`src/rtl/emu_sched_pkg.sv`:
```
// rtl/emu_sched_pkg.sv - shared types, state encoding and helpers for the emulator clock scheduler
package emu_sched_pkg;

  localparam int DT_WIDTH   = 16;
  localparam int TIME_WIDTH = 40;

  typedef logic [DT_WIDTH-1:0]   dt_t;
  typedef logic [TIME_WIDTH-1:0] time_t;

  typedef enum logic {
    INIT = 1'b0,
    RUN  = 1'b1
  } state_e;

  function automatic dt_t clamp1(input dt_t x);
    return (x == '0) ? dt_t'(1) : x;
  endfunction

endpackage

```
`src/rtl/dt_min_tree.sv`:
```
// rtl/dt_min_tree.sv - balanced combinational minimum over n+1 timestep candidates
module dt_min_tree #(
  parameter int n        = 2,
  parameter int dt_width = 16
) (
  input  logic [dt_width-1:0] vals_i [n+1],
  output logic [dt_width-1:0] min_o
);

  localparam int LEAVES = n + 1;
  localparam int LVLS   = $clog2(LEAVES);
  localparam int P      = 1 << LVLS;

  // Unused leaves are padded with all-ones so they never win the comparison.
  for (genvar l = 0; l <= LVLS; l++) begin : g_lvl
    logic [dt_width-1:0] v [P >> l];
    if (l == 0) begin : g_leaf
      for (genvar i = 0; i < P; i++) begin : g_in
        if (i < LEAVES) begin : g_real
          assign v[i] = vals_i[i];
        end else begin : g_pad
          assign v[i] = '1;
        end
      end
    end else begin : g_node
      for (genvar i = 0; i < (P >> l); i++) begin : g_cmp
        assign v[i] = (g_lvl[l-1].v[2*i] <= g_lvl[l-1].v[2*i+1]) ?
                      g_lvl[l-1].v[2*i] : g_lvl[l-1].v[2*i+1];
      end
    end
  end

  assign min_o = g_lvl[LVLS].v[0];

endmodule

```
`src/rtl/emu_clk_sched.sv`:
```
// rtl/emu_clk_sched.sv - picks the emulation timestep to the next oscillator edge and advances emulated time
module emu_clk_sched
  import emu_sched_pkg::*;
#(
  parameter int n          = 2,
  parameter int dt_width   = 16,
  parameter int time_width = 40
) (
  input  logic                         emu_clk,
  input  logic                         emu_rst_n,
  input  logic                         emu_stall,
  input  logic [dt_width-1:0]          dt_max,
  input  logic [n-1:0]                 osc_en,
  input  logic [n-1:0][dt_width-1:0]   osc_tlo,
  input  logic [n-1:0][dt_width-1:0]   osc_thi,
  output logic                         clk_vals [n],
  output logic [dt_width-1:0]          emu_dt,
  output logic [time_width-1:0]        emu_time
);

  typedef logic [dt_width-1:0]   dtw_t;
  typedef logic [time_width-1:0] tw_t;

  function automatic dtw_t clamp_dt(input dtw_t x);
    return (x == '0) ? dtw_t'(1) : x;
  endfunction

  state_e       state_q, state_d;
  dtw_t         rem_q [n];
  dtw_t         rem_d [n];
  dtw_t         rem_dec [n];
  logic [n-1:0] clk_q, clk_d;
  dtw_t         dt_q, dt_d;
  tw_t          time_q, time_d;

  dtw_t         cap;
  dtw_t         req [n+1];
  dtw_t         dt_min;

  assign cap = clamp_dt(dt_max);

  // A disabled oscillator contributes the cap, so it never shortens the step.
  always_comb begin
    req[0] = cap;
    for (int k = 0; k < n; k++) begin
      req[k+1] = osc_en[k] ? rem_q[k] : cap;
    end
  end

  dt_min_tree #(
    .n        (n),
    .dt_width (dt_width)
  ) u_dt_min_tree (
    .vals_i (req),
    .min_o  (dt_min)
  );

  always_comb begin
    for (int k = 0; k < n; k++) begin
      rem_dec[k] = rem_q[k] - dt_min;
    end
  end

  always_comb begin
    state_d = state_q;
    rem_d   = rem_q;
    clk_d   = clk_q;
    dt_d    = dt_q;
    time_d  = time_q;
    unique case (state_q)
      INIT: begin
        for (int k = 0; k < n; k++) begin
          rem_d[k] = clamp_dt(osc_tlo[k]);
        end
        dt_d    = '0;
        state_d = RUN;
      end
      RUN: begin
        if (emu_stall) begin
          dt_d = '0;
        end else begin
          dt_d   = dt_min;
          time_d = time_q + tw_t'(dt_min);
          for (int k = 0; k < n; k++) begin
            if (!osc_en[k]) begin
              clk_d[k] = 1'b0;
              rem_d[k] = clamp_dt(osc_tlo[k]);
            end else if (rem_dec[k] == '0) begin
              clk_d[k] = ~clk_q[k];
              rem_d[k] = clamp_dt(clk_q[k] ? osc_tlo[k] : osc_thi[k]);
            end else begin
              rem_d[k] = rem_dec[k];
            end
          end
        end
      end
      default: state_d = INIT;
    endcase
  end

  always_ff @(posedge emu_clk or negedge emu_rst_n) begin
    if (!emu_rst_n) begin
      state_q <= INIT;
      rem_q   <= '{default: '0};
      clk_q   <= '0;
      dt_q    <= '0;
      time_q  <= '0;
    end else begin
      state_q <= state_d;
      rem_q   <= rem_d;
      clk_q   <= clk_d;
      dt_q    <= dt_d;
      time_q  <= time_d;
    end
  end

  always_comb begin
    for (int k = 0; k < n; k++) begin
      clk_vals[k] = clk_q[k];
    end
  end

  assign emu_dt   = dt_q;
  assign emu_time = time_q;

endmodule

```
`config.mk`:
```
export PLATFORM = sky130hd
export DESIGN_NAME = emu_clk_sched
export DESIGN_NICKNAME = d
export VERILOG_FILES = /design/src/rtl/emu_sched_pkg.sv /design/src/rtl/dt_min_tree.sv /design/src/rtl/emu_clk_sched.sv
export SDC_FILE = /design/constraint.sdc
export NUM_CORES = 1
export LEC_CHECK = 0
export BUFFER_PORTS_ARGS = -buffer_cell sky130_fd_sc_hd__buf_2
export CELL_PAD_IN_SITES_DETAIL_PLACEMENT = 1
export CELL_PAD_IN_SITES_GLOBAL_PLACEMENT = 2
export CORE_MARGIN = 2
export CORE_UTILIZATION = 29
export CTS_CLUSTER_SIZE = 20
export DETAILED_ROUTE_END_ITERATION = 7
export GPL_TIMING_DRIVEN = 0
export HOLD_SLACK_MARGIN = 0.08
export PLACE_DENSITY = 0.68
export REMOVE_ABC_BUFFERS = 1
export SYNTH_ARGS = -nofsm -noshare
export SYNTH_HDL_FRONTEND = slang
export SYNTH_SLANG_ARGS = --single-unit
export TNS_END_PERCENT = 10
```
`constraint.sdc`:
```
create_clock -name emu_clk -period 10 [get_ports emu_clk]
set_input_delay 0 -clock emu_clk [delete_from_list [all_inputs] [get_ports emu_clk]]
set_output_delay 0 -clock emu_clk [all_outputs]
set_load 0.02 [all_outputs]
```
==> flow_metrics.py, run 1 <==
metrics = {
    "synth": {
        "yosysWarnings": 0,
        "syn_area_sq_um": 9370,
        "ys_seq_area_share_pct": 24.3,
        "async_flop_share_pct": 100,
        "synth-edff-count": 0,
        "synth_top_family_by_area": "compound AO/OA/AOI/OAI gates",
        "synthSimpleGateAreaFrac_pct": 20.0,
        "synth_top_area_share_pct": 24.3,
        "ys.flop_type": "dfrtp_1",
        "ys_types": 97,
        "synth-adder-area-share_pct": 9.11,
        "synth_xor_area_share_pct": 8.70,
        "synth.area.top_cells": "dfrtp_1, ha_1, mux2i_1, xnor2_1, a21oi_1",
        "synth_compound_area_share_pct": 25.7,
        "syn_area_per_cell_sq_um": 8.09,
        "synth-seq-cells": 91,
        "postSynthCellCount": 1159,
        "yosysTopAreaCell": "dfrtp_1",
        "synthMuxAreaShare_pct": 6.45,
    },
    "power": {
        "p_per_area_nw_per_um2": 302,
        "power_leakage_nw": 5.03,
        "worst_ir_drop_vdd_mv": 0.107,
        "power_mw": 3.39,
    },
    "routing": {
        "drt_iter0_drc": 442,
        "drc": 0,
        "vias": 9404,
        "wl_per_cell_um": 21.6,
        "drt_wl_total_mm": 36.9,
        "ant_nets": 0,
        "viasPerCell": 5.50,
        "dr.pass1.iters": 4,
    },
    "die": {
        "core_area_sq_um": 31700,
        "start_util_pct": 29.5,
        "die_x_um": 184,
        "rows": 65,
        "die_h_um": 184,
        "ios": 143,
        "dieArea_sq_um": 33800,
    },
    "timing": {
        "maxSlewViolCount": 0,
        "slew_headroom_pct": 15.7,
        "max_freq_mhz": 107,
        "hold_viol": 0,
        "rsz0062_at_grt": "false",
        "fin_ws_ns": 0.636,
        "period_share_pct": 93.6,
        "tightest_slew_ns": 1.26,
        "setup_viol": 0,
        "skew_ns": 0.0153,
        "min_period_ns": 9.36,
    },
    "critical_path": {
        "rrSetupSlack_ns": 0.64,
        "cp-endpoint": "rem_q[10]",
        "critPathRequiredTime_ns": 10.30,
        "reg2reg_depth": 30,
        "crit_arrival_ns": 9.66,
        "endpoint_kind": "flip-flop",
        "worstSetupPathType": "flip-flop to flip-flop",
        "r2r-end": "rem_q[10]",
        "cp_slowest_stage_delay_ns": 0.70,
        "cp.depth": 30,
        "worstPathMaxFanout": 46,
        "crit_family": "compound AO/OA/AOI/OAI gates",
        "crit_path_frequent_cell": "ha_1",
        "reg2reg_from": "rem_q[27]",
        "critPathLaunchType": "flip-flop",
        "critPathLaunch": "rem_q[27]",
        "crit_buf_inv": 2,
        "slowest_stage": "a221oi_1",
    },
    "global_routing": {
        "antenna_found_initial": 1,
        "grt_pass1_wl_mm": 56.8,
        "overflow": 0,
        "first_global_vias": 9691,
        "grt_max_degree": 64,
        "grt_use_total_pct": 22.0,
    },
    "clocking": {
        "clk_pin_slew_ns": 0.07,
        "numCtsBuffers": 9,
        "cts_tree": "built",
        "clock-sinks": 91,
        "root_buffer": "clkbuf_16",
        "clk_latency_ns": 0.37,
        "clock_path_buffers": 2,
        "cts_max_level": 3,
    },
    "outcome": {
        "status": "completed",
    },
    "placed_design": {
        "placedCellCount": 1637,
        "dpl_worst_slack_ns": -0.171,
        "gp_congestion": 0.870,
        "placed_area_sq_um": 10400,
        "hpwl_mm": 28.9,
        "portBuffers": 142,
    },
    "flow_run": {
        "max_cap_violations": 0,
    },
    "layout": {
        "layoutNonFillerInstCount": 1710,
        "final_nets": 1443,
        "final_area_sq_um": 11200,
        "fin_util_pct": 35.3,
        "layout-drive-gt1-share_pct": 16.2,
        "nFillCells": 3822,
        "synthToLayoutAreaGrowth_pct": 19.6,
        "diodes": 0,
    },
    "min_path": {
        "worstHoldPathType": "input pin to flip-flop",
    },
}
[timing repair]
| action | in CTS | in global routing |
|---|---|---|
| endpoints found under the hold margin | 123 | 0 |
| hold buffers | 55 | 0 |
| resized for setup | 0 | 2 |
| endpoints found under the setup margin | 0 | 32 |
| setup buffers | 0 | 2 |
[power breakdown]
| part | total (mW) | internal, mW | switching, mW |
|---|---|---|---|
| sequential | 0.563 | 0.449 | 0.114 |
| combinational | 2.48 | 0.943 | 1.54 |
| clock | 0.339 | 0.170 | 0.169 |
[layout by cell type (no fill, tap or decap), types with 6 or more instances in the layout]
cell	netlist	layout
nand2b_1	10	10
nand3_1	36	36
and2_1	13	13
nor2_1	93	92
a311oi_1	11	11
nor4_1	19	19
ha_1	55	55
or3_1	9	9
o22ai_1	27	27
nand2_1	102	101
xor2_1	36	36
o21ai_0	48	48
nand4_1	12	12
o21ai_1	18	18
or4_1	6	6
nor3_1	20	20
nor2b_1	9	8
and3_1	7	7
clkbuf_16	0	9
a211oi_1	9	9
maj3_1	12	12
a22oi_1	9	9
o21a_1	8	8
inv_1	60	60
nor3b_1	7	7
xnor2_1	52	52
a21o_1	14	14
dfrtp_1	91	91
mux2i_1	48	48
a21oi_1	81	81
mux2_2	10	10
a2bb2oi_1	9	9
buf_2	11	141
o211ai_1	9	9
dlygate4sd3_1	0	55
a41oi_1	6	6
a31oi_1	25	25
[cell families (layout without fill, tap and decap cells)]
logic type                 count (synthesis)  count (layout)
buffers and inverters                    133             282
adders and majority gates                 71              71
xor gates and xnor gates                  90              90
muxes                                     59              59
AOI/OAI and AO/OA                        350             350
and+or+nand+nor                          364             364
DFF                                       91              91
other                                      1               1
[metrics by stage]
stage	hold slack, ns	setup TNS [ns]
3_5_place_dp	-0.00812	-0.918
3_3_place_gp	0.257	-23.13
6_report	0.0987	0
4_1_cts	0.0893	0
5_1_grt	0.131	0
2_1_floorplan	-0.296	0
[routing by layer]
layer  part of all wire [%]  track usage, %  vias to the layer above  wire length [um]
met3                    2.6            2.44                       37               949
met5                  0.035               0                        -                13
li1                       -               -                     4575                 -
met4                    2.3            6.30                        2               843
met1                     47            29.4                     4627             17500
met2                     48            37.3                      163             17600
[registers in the layout (all words and copies together) (netlist names)]
register,cells
emu_time,40
rem_q,32
emu_dt,16
clk_q,2
state_q,1
[cell usage after synthesis, types with 5 or more instances]
cell type	instances
clkbuf_1	48
a21o_1	14
nor4_1	19
a22oi_1	9
mux2_2	10
buf_2	11
a311oi_1	11
dfrtp_1	91
a21boi_0	5
nand3_1	36
mux2i_1	48
and3_1	7
o221ai_1	5
a211oi_1	9
maj3_1	12
o21ai_0	48
a31oi_1	25
inv_1	60
buf_1	6
and2_1	13
nor3b_1	7
a41oi_1	6
a21oi_1	81
ha_1	55
o22ai_1	27
a2bb2oi_1	9
nand4_1	12
nand2_1	102
a22o_1	5
or3_1	9
nor3_1	20
o211ai_1	9
o21a_1	8
xor2_1	36
nor2_1	93
nand2b_1	10
o21ai_1	18
xnor2_1	52
nor2b_1	9
or4_1	6
[worst min-delay path, stage by stage]
cell	delay, ns
buf_2	0.09
mux2_2	0.13
nand2_1	0.04
a21oi_1	0.14
[worst min-delay path by stage]
stage                startpoint   endpoint  cells after the start
detailed placement    emu_rst_n  emu_dt[4]                      1
global route        osc_thi[29]  rem_q[13]                      4
finish              osc_thi[29]  rem_q[13]                      4
floorplan             emu_rst_n   clk_q[0]                      0
CTS                  osc_thi[4]  rem_q[20]                      4
global placement    osc_tlo[28]  rem_q[12]                      3
[final cells by class]
cell class	instances	area (sq um)	share of cell area [%]
clock inverter	4	26.3	0.234
tap	402	503	4.49
inverter	63	238	2.12
clock buffer	12	236	2.11
sequential	91	2280	20.3
multi-input combinational	935	6580	58.6
timing repair buffer	203	1360	12.1
No activity file was read; power rests on OpenSTA's default activity.
==> run 2: changes to the inputs <==
--- a/config.mk
+++ b/config.mk
@@ -14,9 +14,10 @@
 export DETAILED_ROUTE_END_ITERATION = 7
 export GPL_TIMING_DRIVEN = 0
 export HOLD_SLACK_MARGIN = 0.08
-export PLACE_DENSITY = 0.68
+export PLACE_DENSITY = 0.67
 export REMOVE_ABC_BUFFERS = 1
 export SYNTH_ARGS = -nofsm -noshare
 export SYNTH_HDL_FRONTEND = slang
+export SYNTH_HIERARCHICAL = 1
 export SYNTH_SLANG_ARGS = --single-unit
 export TNS_END_PERCENT = 10
==> run 2 against run 1 <==
Against the previous run:
- maximum frequency grew 2.4%
- area after synthesis shrank 5.7%
- register-to-register slack gained 0.22 ns
- worst hold slack lost 0.0099 ns
- synthesized cell count shrank 11%
- worst setup slack gained 0.22 ns
- combinational power shrank 14%
- design area shrank 3.9%
- clock-buffer cell count shrank 3
- cell count shrank 7.3%
- clock power grew 7.7%
==> flow_metrics.py, run 2 <==
metrics = {
    "power": {
        "clkPwrFrac_pct": 12.0,
        "p_sw_mw": 1.59,
        "seqPwrFrac_pct": 18.1,
        "p_per_area_nw_per_um2": 283,
        "power_leakage_nw": 4.96,
        "p_int_mw": 1.46,
        "swShare_pct": 52.1,
        "worst_ir_drop_vdd_mv": 0.112,
        "combPwrFrac_pct": 69.9,
    },
    "critical_path": {
        "critPathRequiredTime_ns": 10.24,
        "endpoint_kind": "flip-flop",
        "cp.depth": 26,
        "crit_path_frequent_cell": "ha_1",
        "crit_arrival_ns": 9.38,
        "reg2reg_depth": 26,
        "critPathLaunchType": "flip-flop",
        "slowest_stage": "or4_1",
        "critPathLaunch": "rem_q[29]",
        "cp_slowest_stage_delay_ns": 0.66,
        "worstSetupPathType": "flip-flop to flip-flop",
        "reg2reg_from": "rem_q[29]",
        "crit_family": "simple AND/OR/NAND/NOR gates",
        "worstPathMaxFanout": 16,
        "crit_buf_inv": 4,
    },
    "min_path": {
        "hp-start": "osc_thi[8]",
        "worstHoldPathType": "input pin to flip-flop",
        "hold_depth": 5,
    },
    "clocking": {
        "cts_max_level": 3,
        "cts_resized": 0,
        "clk_latency_ns": 0.37,
        "root_buffer": "clkbuf_16",
        "clock_path_buffers": 2,
        "numCtsBuffers": 9,
        "cts_tree": "built",
        "clk_pin_slew_ns": 0.08,
        "clock-sinks": 91,
    },
    "synth": {
        "syn_area_sq_um": 8840,
        "synth_top_area_share_pct": 25.8,
        "yosysTopAreaCell": "dfrtp_1",
        "yosysWarnings": 6,
        "ys_seq_area_share_pct": 25.8,
        "synth.area.top_cells": "dfrtp_1, ha_1, mux2_2, xnor2_1, nand2_1",
        "postSynthCellCount": 1026,
        "yosysMostFrequentCell": "dfrtp_1",
        "synth-seq-cells": 91,
        "syn_area_per_cell_sq_um": 8.62,
        "ys_types": 82,
        "synth-edff-count": 0,
        "ys.flop_type": "dfrtp_1",
        "async_flop_share_pct": 100,
        "synth_common_cells": "dfrtp_1, nand2_1, ha_1, inv_1, nor2_1",
    },
    "die": {
        "core_area_sq_um": 29800,
        "rows": 63,
        "ios": 143,
        "die_h_um": 179,
        "start_util_pct": 29.7,
        "dieArea_sq_um": 31900,
        "die_x_um": 179,
    },
    "global_routing": {
        "grt_pass1_wl_mm": 49.8,
        "antenna_found_initial": 0,
        "first_global_vias": 8624,
        "grt_use_total_pct": 20.4,
        "overflow": 0,
        "grt_max_degree": 49,
    },
    "layout": {
        "final_common_cell": "buf_2",
        "layout-drive-gt1-share_pct": 21.8,
        "final_cell_mix": "buf_2, dfrtp_1, nand2_1",
        "synthToLayoutAreaGrowth_pct": 21.9,
        "diodes": 0,
        "largest_reg_flops": 40,
        "final_nets": 1356,
        "nFillCells": 3557,
    },
    "routing": {
        "drt_iter0_drc": 423,
        "drt_wl_total_mm": 31.8,
        "viasPerCell": 5.27,
        "dr.pass1.iters": 5,
        "wl_per_cell_um": 20.1,
        "drc": 0,
        "ant_nets": 0,
        "vias": 8353,
    },
    "placed_design": {
        "gp_congestion": 0.837,
        "portBuffers": 142,
        "hpwl_mm": 25.1,
        "dpl_worst_slack_ns": 0.758,
    },
    "timing": {
        "max_freq_mhz": 109,
        "tightest_slew_ns": 1.38,
        "fin_ws_ns": 0.854,
        "skew_ns": 0.0179,
        "hold_viol": 0,
        "maxSlewViolCount": 0,
        "min_period_ns": 9.15,
        "period_share_pct": 91.5,
        "fin_setup_tns_ns": 0,
        "rsz0062_at_grt": "false",
        "setup_viol": 0,
        "slew_headroom_pct": 7.20,
    },
    "flow_run": {
        "max_cap_violations": 0,
    },
    "outcome": {
        "status": "completed",
    },
}
run 2: path summary, 6_finish.rpt:
| path | end | slack (ns) |
|---|---|---|
| min in group asynchronous | emu_dt[5] | 0.19 |
| min | rem_q[24] | 0.09 |
| max reg2reg | rem_q[22] | 0.85 |
| max in group asynchronous | emu_dt[15] | 9.13 |
| max | rem_q[22] | 0.85 |
| min reg2reg | emu_time[39] | 0.48 |
run 2: cell type report:
type / instances / area [sq um] / share of cell area [%]
Multi-Input combinational cell: 804 / 6030 / 56.0
Sequential cell: 91 / 2280 / 21.1
Timing Repair Buffer: 206 / 1380 / 12.8
Tap cell: 390 / 488 / 4.53
Inverter: 78 / 293 / 2.72
Clock buffer: 9 / 225 / 2.09
Clock inverter: 7 / 81.3 / 0.755
run 2: cells by family after synthesis:
| group | Yosys count | synth area share [%] |
|---|---|---|
| compound gates | 266 | 20.8 |
| buf+inv | 131 | 6.00 |
| simple gates | 309 | 18.0 |
| flops | 91 | 25.8 |
| mux | 94 | 12.4 |
| fa+ha+maj | 81 | 11.7 |
| other cells | 1 | 0.0424 |
| xor+xnor | 53 | 5.34 |
run 2: through the flow:
stage | hold slack [ns] | utilization, % | std cells | cell area [sq um] | total power [mW]
2_1_floorplan | -0.296 | - | 973 | 8600 | 2.00
6_report | 0.0887 | 36.2 | 1585 | 10800 | 3.05
5_1_grt | 0.106 | 36.2 | 1585 | 10800 | 3.33
3_5_place_dp | 0.0684 | 33.1 | 1507 | 9860 | 2.60
3_3_place_gp | 0.275 | 32.9 | 1505 | 9800 | 2.59
4_1_cts | 0.0826 | 35.9 | 1577 | 10700 | 3.02
run 2: per-layer routing:
layer	wire length, um	global-route usage [%]
met2	14300	32.9
met5	0	0
met3	1020	2.09
met1	16200	29.8
met4	278	3.29
run 2: what timing repair did:
| action | CTS | global route |
|---|---|---|
| hold endpoints to repair | 75 | 0 |
| setup endpoints to repair | 0 | 9 |
| hold buffers | 54 | 0 |
| buffers inserted | 0 | 7 |
run 2: power groups by stage:
stage	combinational, mW	clock (mW)	sequential, mW
final	2.13	0.365	0.552
after global routing	2.37	0.391	0.564
after CTS	2.09	0.381	0.553
after detailed placement	2.04	0	0.560
after global placement	2.03	0	0.561
after floorplan	1.43	0	0.575
run 2: worst register-to-register path, stage by stage, from the launching register on:
cell and delay [ns]:
dfrtp_1 0.47, mux2_2 0.22, inv_1 0.05, ha_1 0.31, nand4_2 0.20, or3_1 0.41, a21o_1 0.19, a31oi_4 0.59
mux2_2 0.45, ha_1 0.31, nand4_1 0.19, or4_1 0.66, o31ai_4 0.15, buf_4 0.26, mux2_4 0.33, inv_1 0.23
ha_1 0.36, and2_1 0.20, a31o_1 0.21, or4b_4 0.53, a2111oi_4 0.50, o21ba_2 0.22, nor2_1 0.08, nand4b_1 0.63
o41ai_1 0.58, o21ai_1 0.12, dlygate4sd3_1 0.58
==> run 3: changes to the inputs <==
--- a/config.mk
+++ b/config.mk
@@ -8,6 +8,7 @@
 export BUFFER_PORTS_ARGS = -buffer_cell sky130_fd_sc_hd__buf_2
 export CELL_PAD_IN_SITES_DETAIL_PLACEMENT = 1
 export CELL_PAD_IN_SITES_GLOBAL_PLACEMENT = 2
+export CORE_ASPECT_RATIO = 1.75
 export CORE_MARGIN = 2
 export CORE_UTILIZATION = 29
 export CTS_CLUSTER_SIZE = 20
==> run 3 against run 2 <==
Against the previous run:
- register-to-register slack worse by 0.04 ns
- worst setup slack worse by 0.036 ns
- cell count down 0.13%
- non-clock buffer count up 1
- first-iteration DRC count down 54%
- critical path type unchanged
- critical endpoint is now rem_q[24]
- largest cell class unchanged
==> flow_metrics.py, run 3 (synthesis gave the netlist of run 2 again) <==
metrics = {
    "outcome": {
        "status": "completed",
    },
    "timing": {
        "hold_viol": 0,
        "slew_headroom_pct": 13.8,
        "min_period_ns": 9.18,
        "maxSlewViolCount": 0,
        "rsz0062_at_grt": "false",
        "tightest_slew_ns": 1.29,
        "skew_ns": 0.00963,
        "max_freq_mhz": 109,
        "fin_setup_tns_ns": 0,
        "period_share_pct": 91.8,
        "setup_viol": 0,
    },
    "routing": {
        "drc": 0,
        "viasPerCell": 5.35,
        "ant_nets": 0,
        "vias": 8475,
        "drt_wl_total_mm": 32.3,
        "dr.pass1.iters": 4,
        "wl_per_cell_um": 20.4,
        "drt_iter0_drc": 196,
    },
    "die": {
        "rows": 84,
        "dieArea_sq_um": 31900,
        "die_h_um": 235,
        "start_util_pct": 29.4,
        "die_x_um": 136,
        "core_area_sq_um": 30100,
        "ios": 143,
    },
    "critical_path": {
        "critPathRequiredTime_ns": 10.26,
        "cp_slowest_stage_delay_ns": 0.62,
        "crit_family": "compound AO/OA/AOI/OAI gates",
        "slowest_stage": "nand4b_1",
        "worstSetupPathType": "flip-flop to flip-flop",
        "endpoint_kind": "flip-flop",
        "crit_arrival_ns": 9.44,
        "crit_buf_inv": 4,
        "worstPathMaxFanout": 16,
        "critPathLaunchType": "flip-flop",
    },
    "clocking": {
        "clk_latency_ns": 0.38,
        "clock-sinks": 91,
        "clk_pin_slew_ns": 0.07,
        "numCtsBuffers": 9,
        "cts_resized": 0,
        "clock_path_buffers": 2,
        "root_buffer": "clkbuf_16",
        "cts_tree": "built",
        "cts_max_level": 3,
    },
    "global_routing": {
        "grt_pass1_wl_mm": 50.4,
        "overflow": 0,
        "antenna_found_initial": 0,
        "first_global_vias": 8994,
        "grt_use_total_pct": 20.6,
        "grt_max_degree": 58,
    },
    "flow_run": {
        "max_cap_violations": 0,
    },
    "min_path": {
        "worstHoldPathType": "input pin to flip-flop",
    },
    "layout": {
        "diodes": 0,
        "seqCellArea_sq_um": 2280,
        "final_common_cell": "buf_2",
        "multiInputGateArea_sq_um": 6030,
        "nFillCells": 3639,
        "layout-drive-gt1-share_pct": 21.5,
        "fin_util_pct": 35.7,
        "synthToLayoutAreaGrowth_pct": 21.6,
        "final_nets": 1357,
        "largest_reg_flops": 40,
        "final_cell_mix": "buf_2, dfrtp_1, nand2_1",
    },
    "placed_design": {
        "hpwl_mm": 26.5,
        "portBuffers": 142,
        "gp_congestion": 0.850,
    },
    "power": {
        "p_per_area_nw_per_um2": 282,
        "power_leakage_nw": 4.94,
        "worst_ir_drop_vdd_mv": 0.136,
    },
}
[run 3: stage by stage]
stage	total power, mW	hold WS [ns]	std cells	instance area (sq um)	worst slack, ns
after global routing	3.30	0.139	1583	10700	0.346
after detailed placement	2.64	0.00845	1504	9840	0.755
after floorplan	2.00	-0.296	973	8600	2.59
after CTS	3.05	0.0936	1576	10700	0.287
after global placement	2.61	0.266	1502	9800	0.653
final	3.03	0.111	1583	10700	0.818
[run 3: report_power, final]
group | internal [mW] | total, mW | switching, mW
Sequential | 0.445 | 0.555 | 0.110
Combinational | 0.835 | 2.12 | 1.29
Clock | 0.194 | 0.353 | 0.159
[run 3: per-layer routing]
metal | GRT usage (%) | wire length, um | vias up
li1 | - | - | 4115
met3 | 1.86 | 710 | 46
met5 | 0 | 0 | -
met2 | 40.4 | 18200 | 169
met1 | 21.4 | 12100 | 4145
met4 | 9.31 | 1250 | 0
[run 3: worst reg2reg max path: cells and delay by family (launching register included)]
kind,cells,cell delay (ns)
AOI/OAI and AO/OA,13,3.93
and+or+nand+nor,4,1.37
buffers and inverters,4,1.12
muxes,3,0.97
adders and majority gates,3,0.94
DFF,1,0.46
xor gates and xnor gates,1,0.27
[run 3: worst paths after layout]
| check | start | endpoint | slack, ns | depth (start not counted) |
|---|---|---|---|---|
| worst max-delay path | rem_q[31] | rem_q[24] | 0.82 | 28 |
| worst min-delay path | osc_thi[15] | rem_q[31] | 0.11 | 4 |
| worst max register to register | rem_q[31] | rem_q[24] | 0.82 | 28 |
| worst min register to register | emu_time[39] | emu_time[39] | 0.47 | 1 |
| max in group asynchronous | emu_rst_n | rem_q[5] | 9.20 | 3 |
| min in group asynchronous | emu_rst_n | emu_time[7] | 0.13 | 2 |
[run 3: cell type report]
class	count	share of cell area, %
clock buffer	12	2.20
clock inverter	4	0.477
inverter	78	2.72
multi-input combinational	804	56.2
sequential	91	21.2
tap	387	4.51
timing repair buffer	207	12.7
[run 3: repair_timing]
| action | 4_1_cts | 5_1_grt |
|---|---|---|
| hold endpoints to repair | 122 | 0 |
| setup endpoints to repair | 0 | 10 |
| buffers inserted | 0 | 6 |
| hold buffers | 56 | 0 |
